**config.mk**
```make
export PLATFORM = sky130hd
export DESIGN_NAME = i2c_regfile
export DESIGN_NICKNAME = d
export VERILOG_FILES = /design/src/rtl/i2c_pkg.sv /design/src/rtl/i2c_regfile.sv
export SDC_FILE = /design/constraint.sdc
export NUM_CORES = 1
export LEC_CHECK = 0
export CORE_UTILIZATION = 35
export CTS_BUF_LIST = sky130_fd_sc_hd__clkbuf_2
export DETAILED_ROUTE_END_ITERATION = 12
export HOLD_SLACK_MARGIN = 0.02
export SKIP_CTS_REPAIR_TIMING = 1
export SLEW_MARGIN = 20
export SYNTH_ARGS = -nofsm -noshare
export SYNTH_HDL_FRONTEND = slang
export SYNTH_SLANG_ARGS = --single-unit
```
**constraint.sdc**
```tcl
create_clock -name clk -period 2.9 [get_ports clk]
set_input_delay 0.29 -clock clk [delete_from_list [all_inputs] [get_ports clk]]
set_output_delay 0.29 -clock clk [all_outputs]
set_load 0.01 [all_outputs]
```
**src/rtl/i2c_pkg.sv**
```systemverilog
// i2c_pkg: shared constants for the I2C target back end (state encoding, widths, defaults).
package i2c_pkg;
   localparam int DATA_W = 8;
   localparam logic [6:0] DEV_ADDR = 7'h50;
   localparam logic [DATA_W-1:0] RESET_VAL_DEF = 8'h00;
   localparam logic [1:0] IDLE  = 2'd0;
   localparam logic [1:0] PTR   = 2'd1;
   localparam logic [1:0] WDATA = 2'd2;
   localparam logic [1:0] RDATA = 2'd3;
endpackage

```
**src/rtl/i2c_regfile.sv**
```systemverilog
// i2c_regfile: register bank behind the I2C target; pointer byte then data writes, reads on request.
// Define I2C_REGFILE_AUTOINC_EN to advance the pointer after every data write and read.
module i2c_regfile
   import i2c_pkg::*;
#(
   parameter int ADDR_W = 3,
   parameter logic [DATA_W-1:0] RESET_VAL = RESET_VAL_DEF
) (
   input  logic                            clk,
   input  logic                            reset,
   input  logic                            txn_start,
   input  logic                            txn_read,
   input  logic                            txn_stop,
   input  logic                            wr_valid,
   input  logic [DATA_W-1:0]               wr_data,
   input  logic                            rd_req,
   output logic [DATA_W-1:0]               rd_data,
   output logic                            rd_valid,
   output logic [DATA_W*(2**ADDR_W)-1:0]   reg_out,
   output logic                            wr_strobe,
   output logic [ADDR_W-1:0]               wr_idx,
   output logic [ADDR_W-1:0]               ptr
);
   localparam int DEPTH = 2**ADDR_W;
   logic [1:0] state;
   logic [DATA_W-1:0] regs [DEPTH];
   logic [ADDR_W-1:0] ptr_adv;
`ifdef I2C_REGFILE_AUTOINC_EN
   assign ptr_adv = ptr + ADDR_W'(1);
`else
   assign ptr_adv = ptr;
`endif
   for (genvar g = 0; g < DEPTH; g++) begin : g_out
      assign reg_out[DATA_W*g +: DATA_W] = regs[g];
   end
   // Transaction markers outrank data, so a byte coinciding with START/STOP is dropped.
   always_ff @(posedge clk or negedge reset) begin
      if (!reset) begin
         state     <= IDLE;
         ptr       <= '0;
         rd_data   <= '0;
         rd_valid  <= 1'b0;
         wr_strobe <= 1'b0;
         wr_idx    <= '0;
         for (int i = 0; i < DEPTH; i++) regs[i] <= RESET_VAL;
      end else begin
         wr_strobe <= 1'b0;
         rd_valid  <= 1'b0;
         if (txn_start) state <= txn_read ? RDATA : PTR;
         else if (txn_stop) state <= IDLE;
         else if (wr_valid && state == PTR) begin
            ptr   <= wr_data[ADDR_W-1:0];
            state <= WDATA;
         end else if (wr_valid && state == WDATA) begin
            regs[ptr] <= wr_data;
            wr_strobe <= 1'b1;
            wr_idx    <= ptr;
            ptr       <= ptr_adv;
         end else if (rd_req && state == RDATA) begin
            rd_data  <= regs[ptr];
            rd_valid <= 1'b1;
            ptr      <= ptr_adv;
         end
      end
   end
endmodule

```
==> flow_metrics.tcl <==
set metrics [dict create \
    p_sw_share_pct 31.0 \
    max_stage_delay_ps 880 \
    drc 0 \
    dpl.hpwl_mm 6.17 \
    synth_compound_area_share_pct 0.490 \
    skew_ps 24.2 \
    row_count 37 \
    tightest_slew_ps 767 \
    rsz0062_at_grt "false" \
    critical_path_arrival_ps 2060 \
    die-area_um2 11400 \
    clockBufferDepth 2 \
    grt_pass1_wl_mm 14.3 \
    fillerInstances 1006 \
    clkPwrFrac_pct 19.5 \
    gp_congestion 0.737 \
    crit_type "reg -> out" \
    fmax_ghz 0.426 \
    antenna_cells 0 \
    synthCells 240 \
    portBuffers 94 \
    crit_slowest_cell "dfrtp_2" \
    cts_root_buf "clkbuf_2" \
    antenna_left 0 \
    synthToLayoutAreaGrowth_pct 31.5 \
    seqPwrFrac_pct 50.0 \
    r2r_cells 4 \
    ys_seq_area_share_pct 53.5 \
    p_total_mw 2.97 \
    avgSynthCellArea_um2 16.0 \
    peakVddDrop_mv 0.253 \
    wl_mm 9.17 \
    r2r_start "ptr[0]$_DFFE_PN0P_" \
    final_common_cell "clkdlybuf4s50_1" \
    nets 356 \
    synthAdderAreaFrac_pct 0 \
    critical_path.cell_chain "clkdlybuf4s50_1" \
    ys_seq_elements 82 \
    io_pins 95 \
    power.density_nw_per_um2 588 \
    endpoint_kind "output port" \
    die_y_um 107 \
    netlist_area_um2 3830 \
    p_leak_nw 2.34 \
    die_w_um 107 \
    timing.final.crit_share_pct 81.0 \
    syn_nets 255 \
    r2r_slack_ps 970 \
    comb_power_share_pct 30.5 \
    p_switching_mw 0.920 \
    drt-initial-drc-count 42 \
    clkTransAtPathRegs_ps 200 \
    viasPerCell 4.99 \
    start_util_pct 36.6 \
    path_buf_inv 1 \
    drive_above_1_share_pct 32.1 \
    maxCapViolations 0 \
    floorplan.core_area_um2 10500 \
    slew_violations 0 \
    numCtsBuffers 9 \
    antenna_found_initial 0 \
    final_cell_mix "clkdlybuf4s50_1 (93), dfrtp_1 (81), mux2_2 (65)" \
    clock-sinks 82 \
    grt_pass1_vias 2488 \
    crit_family "flip-flops" \
    intPower_mw 2.05 \
    fin_setup_tns_ps 0 \
    firstDrtPassIters 5 \
    yosysWarnings 0 \
    grt_start_max_net_pins 83 \
    grt_overflow 0 \
    grt_use_total_pct 17.1 \
    crit_fanout 23 \
    synth_top_family_by_area "multiplexers" \
    period_needed_ps 2350 \
    synth_mux_area_share_pct 36.1 \
    clk_latency_ps 520 \
    outcome "completed" \
    hp-class "in -> async" \
    cts_tree "done" \
    timing.slew.headroom_pct 48.9 \
    reg2reg_to "rd_data[6]$_DFFE_PN0P_" \
    htree_levels 3 \
    cp-start-kind "flip-flop" \
    synth-simple-area-share_pct 6.82 \
    required_ps 2610 \
    vias 2404 \
    wl_per_cell_um 19.0 \
    synth_cell_types 24 \
    synth-xor-area-share_pct 0 \
    final-setup-viol-count 0 \
    hold_viol 0 \
]
[Yosys cell counts]
cell type  count  area [um2]
inv_1          9        33.8
mux2i_1       40         400
a211o_2        1        10.0
nand4b_4       4        95.1
nand2b_1       1        6.26
nand2_1        1        3.75
buf_6          5        56.3
a21o_2         1        8.76
nor4b_2        1        15.0
buf_2          3        15.0
nor3b_1        2        15.0
nor2b_1        2        12.5
mux2_1         1        11.3
dfrtp_1       82        2050
and4b_2        1        11.3
buf_1          1        3.75
nand4_4        4        85.1
mux2_2        65         732
and2b_1        1        7.51
mux4_2         8         180
buf_4          1        7.51
and2_1         1        6.26
nor2_1         1        3.75
mux2_4         4        60.1
[per-layer routing]
metal	routed length (um)	global-route usage, %
met2	4530	27.8
met4	70	5.09
met1	4130	22.5
met3	444	4.44
met5	0	0
[metrics by stage]
step	utilization [%]	instances	setup slack, ps	area [um2]	hold WS (ps)
after floorplan	-	240	1390	3830	-5.59
after global placement	47.0	465	682	4920	492
after detailed placement	47.0	465	645	4920	498
after CTS	48.0	481	487	5030	-85.7
after global routing	48.2	482	433	5040	338
final	48.2	482	551	5040	344
[cell type report]
| class | count | area (um2) | area share, % |
|---|---|---|---|
| Clock inverter | 6 | 57.6 | 1.14 |
| Multi-Input combinational cell | 139 | 1670 | 33.2 |
| Timing Repair Buffer | 100 | 1000 | 19.9 |
| Clock buffer | 10 | 50.0 | 0.993 |
| Tap cell | 136 | 170 | 3.38 |
| Sequential cell | 82 | 2050 | 40.7 |
| Inverter | 9 | 33.8 | 0.670 |
[power groups by stage]
stage,Clock [mW],Sequential [mW],Combinational (mW)
floorplan,0,1.49,0.452
global placement,0,1.51,0.904
detailed placement,0,1.51,0.919
CTS,0.606,1.49,0.920
global route,0.651,1.51,0.967
finish,0.579,1.48,0.905
[registers in the layout, summed over array words and instances, names as in the netlist]
name       count
ptr            3
rd_valid       1
state          2
wr_strobe      1
reg_out       64
rd_data        8
wr_idx         3
[worst reg2reg max path, cell delays in order (launching register included)]
cell and delay, ps:
dfrtp_2 880, buf_12 290, mux2i_1 110, mux4_2 480, mux2i_1 140
[cell families after synthesis]
group           Yosys count
buf+inv                  19
mux                     118
compound gates            2
simple gates             19
flops                    82
[how the worst max path moves through the flow]
stage,depth (start not counted),endpoint,start
6_report,1,ptr[0],ptr[0]$_DFFE_PN0P_
5_1_grt,1,ptr[0],ptr[0]$_DFFE_PN0P_
4_1_cts,1,ptr[0],ptr[0]$_DFFE_PN0P_
3_5_place_dp,5,reg_out[20]$_DFFE_PN0P_,txn_start
3_3_place_gp,5,reg_out[21]$_DFFE_PN0P_,txn_start
2_1_floorplan,4,reg_out[19]$_DFFE_PN0P_,state[0]$_DFFE_PN0P_
(Power assumes the default switching activity.)
